==> src/rtl/npu_weight_sequencer.sv <==
`default_nettype none
// ============================================================================
//  Module      : npu_weight_sequencer
//  Description : Walks a contiguous window of the NPU weight ROM, issuing one
//                synchronous read per cycle. Read data is buffered in a
//                2-entry FIFO that absorbs the 1-cycle ROM latency, and is
//                streamed to the MAC array over valid/ready with neuron-group
//                and end-of-job tags.
//                Optional feature macro: WEIGHT_SEQ_STALL_CNT_EN adds a
//                16-bit saturating stall_cnt output.
//  Revision    : 1.0 - initial release
// ============================================================================
module npu_weight_sequencer #(
    parameter int DATA_W = 16,
    parameter int DEPTH  = 192,
    parameter int ADDR_W = 8
) (
    input  logic              clk,
    input  logic              reset,
    input  logic              start,
    input  logic [ADDR_W-1:0] base_addr,
    input  logic [ADDR_W:0]   num_weights,
    input  logic [7:0]        group_len,
    output logic              busy,
    output logic              done,
    output logic              err,
    output logic              rom_rd_en,
    output logic [ADDR_W-1:0] rom_addr,
    input  logic [DATA_W-1:0] rom_data,
    output logic              w_valid,
    input  logic              w_ready,
    output logic [DATA_W-1:0] w_data,
    output logic              w_last_group,
    output logic              w_last
`ifdef WEIGHT_SEQ_STALL_CNT_EN
    ,
    output logic [15:0]       stall_cnt
`endif
);

    localparam logic [ADDR_W+1:0] c_depth   = (ADDR_W+2)'(DEPTH);
    localparam logic [ADDR_W:0]   c_cnt_one = (ADDR_W+1)'(1);

    typedef enum logic [1:0] {
        S_IDLE  = 2'd0,
        S_FETCH = 2'd1,
        S_DRAIN = 2'd2,
        S_DONE  = 2'd3
    } state_t;

    state_t            r_state;
    state_t            w_state_nxt;

    // Latched job descriptor and progress counters
    logic [ADDR_W-1:0] r_base;
    logic [ADDR_W:0]   r_num;
    logic [7:0]        r_glen;
    logic [ADDR_W:0]   r_issued;
    logic [ADDR_W:0]   r_beats;
    logic [7:0]        r_group;
    logic              r_err;
    logic              r_inflight;

    // 2-entry output FIFO
    logic [DATA_W-1:0] r_mem [0:1];
    logic              r_wr_ptr;
    logic              r_rd_ptr;
    logic [1:0]        r_count;

    logic [ADDR_W+1:0] w_job_end;
    logic              w_illegal;
    logic              w_accept;
    logic              w_pop;
    logic [2:0]        w_occ;
    logic              w_room;

    // Job legality: the window must lie entirely inside the store (no wrap)
    assign w_job_end = {2'b00, base_addr} + {1'b0, num_weights};
    assign w_illegal = (num_weights == '0)
                    || ({1'b0, num_weights} > c_depth)
                    || (w_job_end > c_depth)
                    || (group_len == 8'd0);
    assign w_accept  = (r_state == S_IDLE) && start;

    assign w_valid   = (r_count != 2'd0);
    assign w_data    = r_mem[r_rd_ptr];
    assign w_pop     = w_valid && w_ready;

    // Slots already committed (stored + in flight), minus the one leaving now
    assign w_occ     = {1'b0, r_count} + {2'b00, r_inflight};
    assign w_room    = (w_occ < (3'd2 + {2'b00, w_pop}));

    assign rom_addr  = r_base + r_issued[ADDR_W-1:0];
    assign err       = r_err;

    assign w_last       = w_valid && ((r_beats + c_cnt_one) == r_num);
    assign w_last_group = w_valid && (((r_group + 8'd1) == r_glen) || w_last);

    // State register
    always_ff @(posedge clk) begin
        if (reset) begin
            r_state <= S_IDLE;
        end else begin
            r_state <= w_state_nxt;
        end
    end

    // Next-state and control outputs
    always_comb begin
        w_state_nxt = r_state;
        rom_rd_en   = 1'b0;
        busy        = 1'b0;
        done        = 1'b0;
        case (r_state)
            S_IDLE: begin
                if (start) begin
                    w_state_nxt = w_illegal ? S_DONE : S_FETCH;
                end
            end
            S_FETCH: begin
                busy = 1'b1;
                if (w_room) begin
                    rom_rd_en = 1'b1;
                    if ((r_issued + c_cnt_one) == r_num) begin
                        w_state_nxt = S_DRAIN;
                    end
                end
            end
            S_DRAIN: begin
                busy = 1'b1;
                if (w_pop && w_last) begin
                    w_state_nxt = S_DONE;
                end
            end
            S_DONE: begin
                done        = 1'b1;
                w_state_nxt = S_IDLE;
            end
            default: begin
                w_state_nxt = S_IDLE;
            end
        endcase
    end

    // Job descriptor latch, error flag and read/beat/group counters
    always_ff @(posedge clk) begin
        if (reset) begin
            r_base   <= '0;
            r_num    <= '0;
            r_glen   <= '0;
            r_issued <= '0;
            r_beats  <= '0;
            r_group  <= '0;
            r_err    <= 1'b0;
        end else if (w_accept) begin
            r_issued <= '0;
            r_beats  <= '0;
            r_group  <= '0;
            if (w_illegal) begin
                r_err <= 1'b1;
            end else begin
                r_err  <= 1'b0;
                r_base <= base_addr;
                r_num  <= num_weights;
                r_glen <= group_len;
            end
        end else begin
            if (rom_rd_en) begin
                r_issued <= r_issued + c_cnt_one;
            end
            if (w_pop) begin
                r_beats <= r_beats + c_cnt_one;
                r_group <= w_last_group ? 8'd0 : (r_group + 8'd1);
            end
        end
    end

    // In-flight flag marks the cycle in which rom_data must be captured
    always_ff @(posedge clk) begin
        if (reset) begin
            r_inflight <= 1'b0;
        end else begin
            r_inflight <= rom_rd_en;
        end
    end

    // Output FIFO: write returning ROM data, pop on handshake
    always_ff @(posedge clk) begin
        if (reset) begin
            r_mem[0] <= '0;
            r_mem[1] <= '0;
            r_wr_ptr <= 1'b0;
            r_rd_ptr <= 1'b0;
            r_count  <= 2'd0;
        end else begin
            if (r_inflight) begin
                r_mem[r_wr_ptr] <= rom_data;
                r_wr_ptr        <= ~r_wr_ptr;
            end
            if (w_pop) begin
                r_rd_ptr <= ~r_rd_ptr;
            end
            case ({r_inflight, w_pop})
                2'b10:   r_count <= r_count + 2'd1;
                2'b01:   r_count <= r_count - 2'd1;
                default: r_count <= r_count;
            endcase
        end
    end

`ifdef WEIGHT_SEQ_STALL_CNT_EN
    logic [15:0] r_stall;

    // Saturating count of cycles the consumer held off a valid beat
    always_ff @(posedge clk) begin
        if (reset) begin
            r_stall <= 16'd0;
        end else if (w_accept) begin
            r_stall <= 16'd0;
        end else if (w_valid && !w_ready && (r_stall != 16'hFFFF)) begin
            r_stall <= r_stall + 16'd1;
        end
    end

    assign stall_cnt = r_stall;
`endif

endmodule
`default_nettype wire

==> config.mk <==
export PLATFORM = sky130hd
export DESIGN_NAME = npu_weight_sequencer
export DESIGN_NICKNAME = d
export VERILOG_FILES = /design/src/rtl/npu_weight_sequencer.sv
export SDC_FILE = /design/constraint.sdc
export NUM_CORES = 1
export LEC_CHECK = 0
export CAP_MARGIN = 15
export CORE_MARGIN = 10
export CORE_UTILIZATION = 42
export CTS_CLUSTER_SIZE = 8
export DETAILED_ROUTE_END_ITERATION = 12
export SLEW_MARGIN = 20
export SYNTH_ARGS = -nofsm -noshare
export SYNTH_HDL_FRONTEND = slang
export SYNTH_SLANG_ARGS = --single-unit
==> constraint.sdc <==
create_clock -name clk -period 6.1 [get_ports clk]
set_input_delay 0.61 -clock clk [delete_from_list [all_inputs] [get_ports clk]]
set_output_delay 0.61 -clock clk [all_outputs]
set_load 0.005 [all_outputs]
* Word level (Yosys, flattened, before mapping) *
Memory sizes are Yosys's and may differ from the RTL's. A register that Yosys moved wholly into a read port is not among the register bits.
Index checks and enable logic that the tools add are counted.

operators by class
  $add $sub $neg = 9
  order comparisons = 3
  equal/unequal tests = 12
  multiplexer cells = 23
  bitwise operators = 3
  reduce and logical (&&, ||, !) cells = 19

operators with widths
  operator                                                         count
  adder 9 x 1 -> 9 bit (second input constant)                     2
  equality test 9 bit                                              2
  2-to-1 mux 16 bit                                                1
  OR reduction 16 bit                                              1
  2-to-1 mux 1 bit                                                 14
  adder 8 x 9 -> 10 bit                                            1
  greater-than comparator 10 x 8 -> 1 bit (second input constant)  1
  2-to-1 mux 2 bit                                                 5
  greater-than comparator 9 x 8 -> 1 bit (second input constant)   1
  logical NOT 9 bit                                                1
  adder 8 x 1 -> 8 bit (second input constant)                     1
  adder 8 bit                                                      1
  equality test 8 bit                                              1
  logical NOT 8 bit                                                1
  2-to-1 mux 8 bit                                                 1
  inequality test 2 bit (second input constant)                    4
  case mux 2 bit (4 select lines)                                  1
  equality test 2 bit (second input constant)                      3
  logical AND 1 bit                                                5
  equality test 2 x 1 -> 1 bit (second input constant)             2
  logical OR 1 bit                                                 4
  case mux 2 bit (2 select lines)                                  1
  AND reduction 4 bit                                              1
  nonzero test 2 bit                                               2
  other kinds (9)                                                  12

storage, ports and cells
  register bits after elaboration = 59
  RAM bits = 32
  input port bits = 45
  output and inout port bits = 31
  logic and storage cells = 82
  memories = 1

memories
  memory  depth  bits a word  read ports  clocked after Yosys merged registers in  write ports  RTL line  RTL
  r_mem   2      16           1           1                                        2            65        logic [DATA_W-1:0] r_mem [0:1];

* Depth between registers and ports, before layout *
Gate-level depths: netlist of run 1.

  depth in word-level cells = 7
  gate-level depth with buffers = 12

* Worst setup path before layout of run 1 *
No wires, ideal clock.

  kind = input port to flip-flop
  start = input port base_addr[0]
  end = register r_glen[4]
  library setup time = 0.119 ns
  arrival time = 2.618 ns
  required time = 5.981 ns
  path slack = 3.363 ns
  stages on the path = 12
  buffers on the path = 2
  cell sequence = ha_1 -> inv_1 -> fa_1 -> nand2b_1 -> a211oi_1 -> or2_1 -> nor2_1 -> o31ai_1 -> a21oi_2 -> buf_6 -> buf_8 -> mux2i_1

on the way
  longest elaborated chain between the ends = 6

RTL lines
  element                                  RTL line  RTL
  start: declaration                       21        input logic [ADDR_W-1:0] base_addr,
  adder 8 x 9 -> 10 bit                    78        assign w_job_end = {2'b00, base_addr} + {1'b0, num_weights};
  greater-than comparator 10 x 8 -> 1 bit  81        || (w_job_end > c_depth)
  logical OR 1 bit                         81
  logical OR 1 bit                         82        || (group_len == 8'd0);
  inverter 1 bit (no source line)          n/a
  AND reduction 2 bit (no source line)     n/a
  end signal: assignment                   165       r_glen <= group_len;
  end: declaration                         57        logic [7:0] r_glen;

Every way passes these cells.
A chain may end at the register's enable or synchronous reset.

* Worst setup path after layout of run 1 *
  start = register r_group[0]
  end = output port w_last_group

on the way
  longest elaborated chain between the ends = 4

RTL lines
  element                   RTL line  RTL
  start: declaration        60        logic [7:0] r_group;
  start signal: assignment  173       r_group <= w_last_group ? 8'd0 : (r_group + 8'd1);
  adder 8 x 1 -> 8 bit      97        assign w_last_group = w_valid && (((r_group + 8'd1) == r_glen) || w_last);
  equality test 8 bit       97
  logical OR 1 bit          97
  logical AND 1 bit         97
  end: declaration          33        output logic w_last_group,

Every way passes these cells.

==> results.cfg, run 1 <==
[run_status]
outcome = complete, no violations

[synth]
synth_area_um2 = 5580
yosysWarnings = 0
postSynthAreaPerCell_um2 = 9.42
synth-simple-area-share_pct = 24.3
yosysSeqAreaShare_pct = 38.8
synth_nets = 665
post_synth_fa_ha_maj_area_fraction_pct = 6.55
synth_edf_count = 32
synth-compound-area-share_pct = 9.00
ys.flop_type = dfxtp_1
synthCells = 592
muxShareOfSynthArea_pct = 7.92
yosysUniqueCellTypes = 60
synth_top_family_by_area = simple AND/OR/NAND/NOR gates
synth-xor-area-share_pct = 9.54
synth.ff_latch_count = 92
synth_async_sr_flop_share_pct = 0

[global_routing]
grtUsageTotal_pct = 14.3
met1_usage_pct = 19.2
grtUsageMet2_pct = 22.1
grt_util_met3_pct = 2.78
grt_pass1_wl_um = 21400
overflow = 0
antenna_found_initial = 0
grt_pass1_vias = 4247
grt_max_degree = 66
grt_busiest_layer = met2

[place]
gp_congestion = 0.854
place_inst = 816
pre_cts_slack_ns = 2.17
port_buffers = 75
dp_hpwl_um = 9620

[critical_path]
reg2reg_from = r_count[0]$_SDFFE_PP0P_
r2r_slack_ns = 3.41
rr_endpoint = r_state[0]$_SDFFE_PP0P_
cp-start-kind = register
cpLargestDelayFamily = simple AND/OR/NAND/NOR gates
worstPathRequired_ns = 5.49
crit_top_cell = or3_1
worstPathArrival_ns = 3.21
reg2reg_depth = 10
critPathBufInv = 1
worst-setup-path-type = reg2out
crit_fanout = 9
slowest_delay_ns = 0.54
crit_path_end_kind = output pin
crit_chain = nand3_1 -> or3_1 -> or3_1 -> a2111oi_2 -> a31oi_2 -> nor2_1 -> clkdlybuf4s50_1
slowest_stage = clkdlybuf4s50_1
cp_num_cells = 7

[power_and_ir_drop]
power_frac_seq_pct = 40.8
swShare_pct = 31.7
power_frac_comb_pct = 29.2
clockPowerShare_pct = 30.0
leakagePower_nw = 2.57
peakVddDrop_mv = 0.150
p_sw_mw = 0.586
pwr_density_cell_nw_per_um2 = 275
internal_power_mw = 1.26

[cts]
cts_buffers = 9
clkTransAtPathRegs_ns = 0.07
hold_buffers = 0
cts_num_sinks = 92
cts_buffer_depth = 2
post_cts_buffers = 0
clock_latency_ns = 0.35
htreeDepth = 3
clockRootBuffer = clkbuf_16
ctsResizeCount = 0
cts_tree = yes

[detailed_routing]
drt_drc_violations_left = 0
dr.pass1.iters = 4
wl_per_cell_um = 15.6
dr_total_vias = 4261
drt-total-wl_um = 13000
drtAntennaViolNets = 0
vias_per_cell = 5.12
drt_iter0_drc = 211

[sta]
min_period_ns = 3.82
fmax_mhz = 261
fin_skew_ns = 0.00550
tns_ns = 0
rsz0062_at_grt = false
finalSetupViolations = 0
fin_ws_ns = 2.28
worst_slew_pin_slew_ns = 1.07
relSlewSlack_pct = 28.7
hold_slack_ns = 0.483
maxSlewViolCount = 0
fin_crit_sh_pct = 62.7
hold_viol_final = 0

[final_layout]
final_common_cell = clkdlybuf4s50_1
final_cell_mix = 75 x clkdlybuf4s50_1, 60 x dfxtp_1, 52 x nand2b_1, 50 x nor2_1, 36 x nand2_1
fin_util_pct = 51.2
final_cells = 832
drive_above_1_share_pct = 8.38
nets = 724
diodes = 0
area_delta_synth_final_pct = 20.6

[hold_path]
hold_path.startpoint = r_base[5]$_SDFFE_PP0P_
holdPathEnd = r_base[5]$_SDFFE_PP0P_
min_path_cells = 2
hold_path_class = reg2reg

[die]
dieHeight_um = 135
initial_core_util_pct = 42.4
die_area_um2 = 18300
core-area_um2 = 13100
die_w_um = 135
row_count = 42
ioPinCount = 76

[run]
max_cap_violations = 0
cells by family (layout without fill, tap and decap cells):
logic type               after synthesis  in the layout
buffers and inverters                 48            112
AND/OR/NAND/NOR                      253            253
adder cells (fa/ha/maj)               28             28
flip-flops                            92             92
multiplexers                          42             42
AO/OA/AOI/OAI                         70             70
XOR/XNOR                              59             59
worst max path at each step:
stage | startpoint | to
6_report | r_group[0]$_SDFFE_PP0P_ | w_last_group
5_1_grt | r_group[0]$_SDFFE_PP0P_ | w_last_group
4_1_cts | r_group[0]$_SDFFE_PP0P_ | w_last_group
3_5_place_dp | num_weights[0] | r_glen[0]$_SDFFE_PP0P_
3_3_place_gp | num_weights[0] | r_base[0]$_SDFFE_PP0P_
2_1_floorplan | base_addr[0] | r_glen[4]$_SDFFE_PP0P_
sequential cells by signal, indices dropped and copies added (netlist names), named ones only:
| name | count |
|---|---|
| r_inflight | 1 |
| r_beats | 9 |
| r_glen | 8 |
| r_wr_ptr | 1 |
| r_base | 8 |
| r_num | 9 |
| r_rd_ptr | 1 |
| r_group | 8 |
| r_mem | 32 |
| err | 1 |
| r_count | 2 |
| r_state | 2 |
| r_issued | 9 |
cell type report:
type                            instances  area [um2]
Inverter                               18        67.6
Timing Repair Buffer                   78         773
Clock inverter                          7        65.1
Fill cell                            1237        6410
Tap cell                              176         220
Multi-Input combinational cell        452        3210
Sequential cell                        92        2160
Clock buffer                            9         225
power groups by stage:
stage	Combinational (mW)	Sequential [mW]	Clock [mW]
floorplan	0.341	0.741	0
global placement	0.535	0.766	0
detailed placement	0.544	0.768	0
CTS	0.548	0.755	0.570
global route	0.596	0.763	0.598
finish	0.539	0.753	0.553
metrics by stage:
step                instance area [um2]  power, mW
floorplan                          5580       1.08
global placement                   6430       1.30
detailed placement                 6430       1.31
CTS                                6720       1.87
global route                       6720       1.96
finish                             6720       1.85
routing by layer:
metal  wire [um]  up-vias
li1            -     2162
met1        6450     1997
met2        5790       88
met3         510       14
met4         235        0
met5           0        -
worst reg2reg max path: stages, from the launching register on:
cell      delay (ns)
dfxtp_1         0.41
nor2_1          0.12
inv_2           0.08
nand2_2         0.20
inv_2           0.31
a21oi_2         0.14
or4_1           0.54
nor4_1          0.28
a31o_2          0.25
a21oi_1         0.09
a211oi_2        0.21
synth_stat cells, drive strengths merged (3+ instances only):
cell type / n / share of area, %
a211oi: 6 / 0.99
nor3b: 3 / 0.40
a21oi: 19 / 1.8
a31oi: 5 / 0.67
nand2b: 52 / 5.8
inv: 18 / 1.2
buf: 8 / 1.2
edfxtp: 32 / 17
nand4: 8 / 0.90
dfxtp: 60 / 22
nand3: 17 / 1.5
nor4: 6 / 0.67
nor2: 50 / 3.4
a21o: 3 / 0.40
ha: 26 / 5.8
nor2b: 7 / 0.79
o22ai: 3 / 0.34
mux2: 17 / 3.4
and2: 33 / 3.7
mux2i: 25 / 4.5
or3: 5 / 0.56
xnor2: 29 / 4.6
and3: 9 / 1.0
xor2: 29 / 4.6
nand2: 37 / 2.5
nor3: 10 / 0.90
or2: 7 / 0.79
clkbuf: 22 / 1.5
o21bai: 4 / 0.54
o21ai: 13 / 1.2
Power figures use the tool's default switching activity.
==> inputs of run 2 (changes only) <==
==> constraint.sdc (replaced) <==
create_clock -name clk -period 3.6 [get_ports clk]
set_input_delay 0.36 -clock clk [delete_from_list [all_inputs] [get_ports clk]]
set_output_delay 0.36 -clock clk [all_outputs]
set_load 0.005 [all_outputs]
==> results.cfg, run 2 (synthesized netlist as in run 1, its figures left out) <==
[global_routing]
grtUsageMet2_pct = 22.9
grt_pass1_wl_um = 21900
grt_pass1_vias = 4391
grtUsageTotal_pct = 14.8
overflow = 0
grt_busiest_layer = met2
antenna_found_initial = 0
grt_util_met3_pct = 3.60
met1_usage_pct = 19.4
grt_max_degree = 55

[power_and_ir_drop]
pwr_density_cell_nw_per_um2 = 464
leakagePower_nw = 2.59
peakVddDrop_mv = 0.199

[cts]
htreeDepth = 3
ctsResizeCount = 0
post_cts_buffers = 0
cts_num_sinks = 92
cts_buffer_depth = 2
clkTransAtPathRegs_ns = 0.07
hold_buffers = 0
cts_tree = yes
cts_buffers = 9
clock_latency_ns = 0.35
clockRootBuffer = clkbuf_16

[sta]
fmax_mhz = 292
maxSlewViolCount = 0
tns_ns = 0
relSlewSlack_pct = 45.0
finalSetupViolations = 0
fin_crit_sh_pct = 95.0
min_period_ns = 3.42
rsz0062_at_grt = false
fin_skew_ns = 0.0105
worst_slew_pin_slew_ns = 0.818
hold_viol_final = 0

[die]
core-area_um2 = 13100
die_w_um = 135
ioPinCount = 76
initial_core_util_pct = 42.4
row_count = 42
dieHeight_um = 135
die_area_um2 = 18300

[critical_path]
cp-start-kind = register
worstPathArrival_ns = 3.06
crit_fanout = 8
crit_path_end_kind = output pin
worst-setup-path-type = reg2out
worstPathRequired_ns = 3.24

[final_layout]
nFillCells = 1212
final_common_cell = clkdlybuf4s50_1
ff_latch_area_um2 = 2160
top_register = r_mem
drive_above_1_share_pct = 8.91
largest_reg_flops = 32
final_cells = 838
final_cell_mix = 75 x clkdlybuf4s50_1, 60 x dfxtp_1, 52 x nand2b_1, 50 x nor2_1, 36 x nand2_1
multi_input_area_um2 = 3200
diodes = 0
nets = 730
area_delta_synth_final_pct = 21.4

[detailed_routing]
drtAntennaViolNets = 0
wl_per_cell_um = 15.8
drt_iter0_drc = 235
drt_drc_violations_left = 0
vias_per_cell = 5.15
drt-total-wl_um = 13200
dr.pass1.iters = 4
dr_total_vias = 4315

[run_status]
outcome = complete, no violations

[run]
max_cap_violations = 0

[place]
port_buffers = 75
place_inst = 822
dp_hpwl_um = 9850
gp_congestion = 0.893

[hold_path]
hold_path_class = reg2reg
-- run 2: critical path, cell delays in order, from the launching register on --
cell and delay [ns]:
dfxtp_1 0.46, nand3_1 0.18, or3_1 0.44, or3_1 0.35, a2111oi_2 0.55, a31oi_2 0.08, nor2_1 0.12, clkdlybuf4s50_1 0.53
-- run 2: worst paths after layout --
kind,startpoint,endpoint,slack (ns),cells past startpoint
setup / recovery,r_group[2]$_SDFFE_PP0P_,w_last_group,0.18,7
hold / removal,r_beats[1]$_SDFFE_PP0P_,r_beats[1]$_SDFFE_PP0P_,0.48,2
setup reg to reg,r_beats[0]$_SDFFE_PP0P_,r_state[0]$_SDFFE_PP0P_,0.90,8
hold reg to reg,r_beats[1]$_SDFFE_PP0P_,r_beats[1]$_SDFFE_PP0P_,0.48,2
-- run 2: report_power, final --
part,internal (mW),switching [mW]
combinational,0.488,0.456
sequential,1.18,0.0953
clock,0.484,0.438
total,2.15,0.989
-- run 2: routing by layer --
layer | share of wire (%) | vias up
li1 | - | 2181
met1 | 47 | 2020
met2 | 46 | 100
met3 | 5.6 | 14
met4 | 1.1 | 0
met5 | 0 | -
-- run 2: final cells by class --
class                      instances  share of cell area [%]
sequential                        92                    31.9
inverter                          18                   0.998
tap                              176                    3.25
clock buffer                      10                    3.38
clock inverter                     6                   0.795
multi-input combinational        452                    47.3
timing repair buffer              84                    12.3
-- run 2: through the flow --
step	hold WS [ns]	util, %	instance area [um2]	total power [mW]	setup WS [ns]
2_1_floorplan	0.448	-	5580	1.83	1.11
3_3_place_gp	0.459	49.4	6480	2.23	0.425
3_5_place_dp	0.473	49.4	6480	2.25	0.335
4_1_cts	0.483	51.5	6770	3.19	0.151
5_1_grt	0.510	51.5	6770	3.32	0.0168
6_report	0.480	51.5	6770	3.14	0.179
==> inputs of run 3 (changes only) <==
--- a/config.mk
+++ b/config.mk
@@ -6,10 +6,13 @@
 export NUM_CORES = 1
 export LEC_CHECK = 0
 export CAP_MARGIN = 15
+export CELL_PAD_IN_SITES_DETAIL_PLACEMENT = 0
+export CELL_PAD_IN_SITES_GLOBAL_PLACEMENT = 2
 export CORE_MARGIN = 10
-export CORE_UTILIZATION = 42
+export CORE_UTILIZATION = 35
 export CTS_CLUSTER_SIZE = 8
 export DETAILED_ROUTE_END_ITERATION = 12
+export PLACE_DENSITY_LB_ADDON = 0.1
 export SLEW_MARGIN = 20
 export SYNTH_ARGS = -nofsm -noshare
 export SYNTH_HDL_FRONTEND = slang
==> results.cfg, run 3 (synthesized netlist as in run 1, its figures left out) <==
[cts]
cts_num_sinks = 92
clock_latency_ns = 0.35
post_cts_buffers = 0
cts_buffer_depth = 2
htreeDepth = 3
ctsResizeCount = 0
clkTransAtPathRegs_ns = 0.07
cts_buffers = 9
cts_tree = yes
hold_buffers = 0
clockRootBuffer = clkbuf_16

[sta]
fin_crit_sh_pct = 92.7
worst_slew_pin_slew_ns = 0.743
rsz0062_at_grt = false
maxSlewViolCount = 0
hold_viol_final = 0
relSlewSlack_pct = 50.4
hold_slack_ns = 0.354
min_period_ns = 3.34
fin_skew_ns = 0.00611
tns_ns = 0
fmax_mhz = 300
finalSetupViolations = 0

[die]
die_area_um2 = 21400
ioPinCount = 76
die_w_um = 146
core-area_um2 = 15800
initial_core_util_pct = 35.4
dieHeight_um = 146
row_count = 46

[final_layout]
nets = 730
area_delta_synth_final_pct = 23.3
diodes = 0
final_cells = 878
drive_above_1_share_pct = 9.21
final_cell_mix = 74 x clkdlybuf4s50_1, 60 x dfxtp_1, 52 x nand2b_1, 50 x nor2_1, 36 x nand2_1
final_common_cell = clkdlybuf4s50_1
largest_reg_flops = 32
top_register = r_mem

[critical_path]
reg2reg_depth = 10
rr_endpoint = r_state[1]$_SDFFE_PP0P_
endpoint = w_last_group
cp-startpoint = r_group[2]$_SDFFE_PP0P_
worst-setup-path-type = reg2out
worstPathArrival_ns = 2.98
cp-start-kind = register
worstPathRequired_ns = 3.24
crit_fanout = 9
crit_path_end_kind = output pin
r2r_slack_ns = 0.89
reg2reg_from = r_count[0]$_SDFFE_PP0P_

[run_status]
outcome = complete, no violations

[place]
port_buffers = 75
dp_hpwl_um = 10800
gp_congestion = 0.804
place_inst = 862

[power_and_ir_drop]
total_power_mw = 3.32
p_sw_mw = 0.975
clockPowerShare_pct = 33.3
power_frac_seq_pct = 38.5
peakVddDrop_mv = 0.259
pwr_density_cell_nw_per_um2 = 483
swShare_pct = 29.4
internal_power_mw = 2.34
leakagePower_nw = 2.62
power_frac_comb_pct = 28.2

[global_routing]
grt_pass1_wl_um = 23500
grt_max_degree = 55
grtUsageTotal_pct = 13.4
antenna_found_initial = 0
overflow = 0
grt_pass1_vias = 4543
grt_busiest_layer = met2
grtUsageMet2_pct = 23.2
met1_usage_pct = 16.3
grt_util_met3_pct = 3.37

[detailed_routing]
vias_per_cell = 4.86
drtAntennaViolNets = 0
wl_per_cell_um = 16.1
drt_iter0_drc = 190
dr.pass1.iters = 4
drt_drc_violations_left = 0
drt-total-wl_um = 14100
dr_total_vias = 4264

[hold_path]
hold_path_class = in2reg

[run]
max_cap_violations = 0
-- run 3: power by group through the flow --
stage / clock [mW] / combinational [mW] / sequential [mW]
after floorplan: 0 / 0.577 / 1.26
after global placement: 0 / 0.948 / 1.30
after detailed placement: 0 / 0.955 / 1.30
after CTS: 1.14 / 0.961 / 1.28
after global routing: 1.19 / 1.04 / 1.29
final: 1.11 / 0.936 / 1.28
-- run 3: worst min path at each step --
stage / slack, ns / from / cells after the start / endpoint
3_3_place_gp: 0.46 / r_beats[1]$_SDFFE_PP0P_ / 2 / r_beats[1]$_SDFFE_PP0P_
6_report: 0.35 / reset / 2 / r_count[0]$_SDFFE_PP0P_
5_1_grt: 0.37 / reset / 2 / r_wr_ptr$_SDFFE_PP0P_
2_1_floorplan: 0.45 / r_beats[1]$_SDFFE_PP0P_ / 2 / r_beats[1]$_SDFFE_PP0P_
3_5_place_dp: 0.47 / r_beats[1]$_SDFFE_PP0P_ / 2 / r_beats[1]$_SDFFE_PP0P_
4_1_cts: 0.35 / reset / 2 / r_count[0]$_SDFFE_PP0P_
-- run 3: routing by layer --
layer / vias up / routed length [um]
met3: 10 / 522
met1: 2004 / 6510
met4: 0 / 146
met5: - / 0
met2: 76 / 6950
li1: 2174 / -
-- run 3: per-stage QoR --
stage,worst slack [ns],utilization (%),instance area [um2]
6_report,0.263,43.6,6880
5_1_grt,0.0270,43.6,6880
4_1_cts,0.199,43.6,6880
3_5_place_dp,0.258,41.4,6530
3_3_place_gp,0.360,41.4,6530
2_1_floorplan,1.11,-,5580
-- run 3: worst max-delay path: stages (launching register included) --
cell             delay [ns]
dfxtp_1                0.43
nand3_1                0.17
or3_1                  0.43
or3_1                  0.34
a2111oi_2              0.40
a31oi_2                0.18
nor2_1                 0.17
clkdlybuf4s50_1        0.52
-- run 3: final cells by class --
cell class	instances	area [um2]
Fill cell	1581	8890
Multi-Input combinational cell	452	3200
Sequential cell	92	2160
Timing Repair Buffer	84	826
Tap cell	216	270
Clock buffer	9	225
Clock inverter	7	121
Inverter	18	67.6
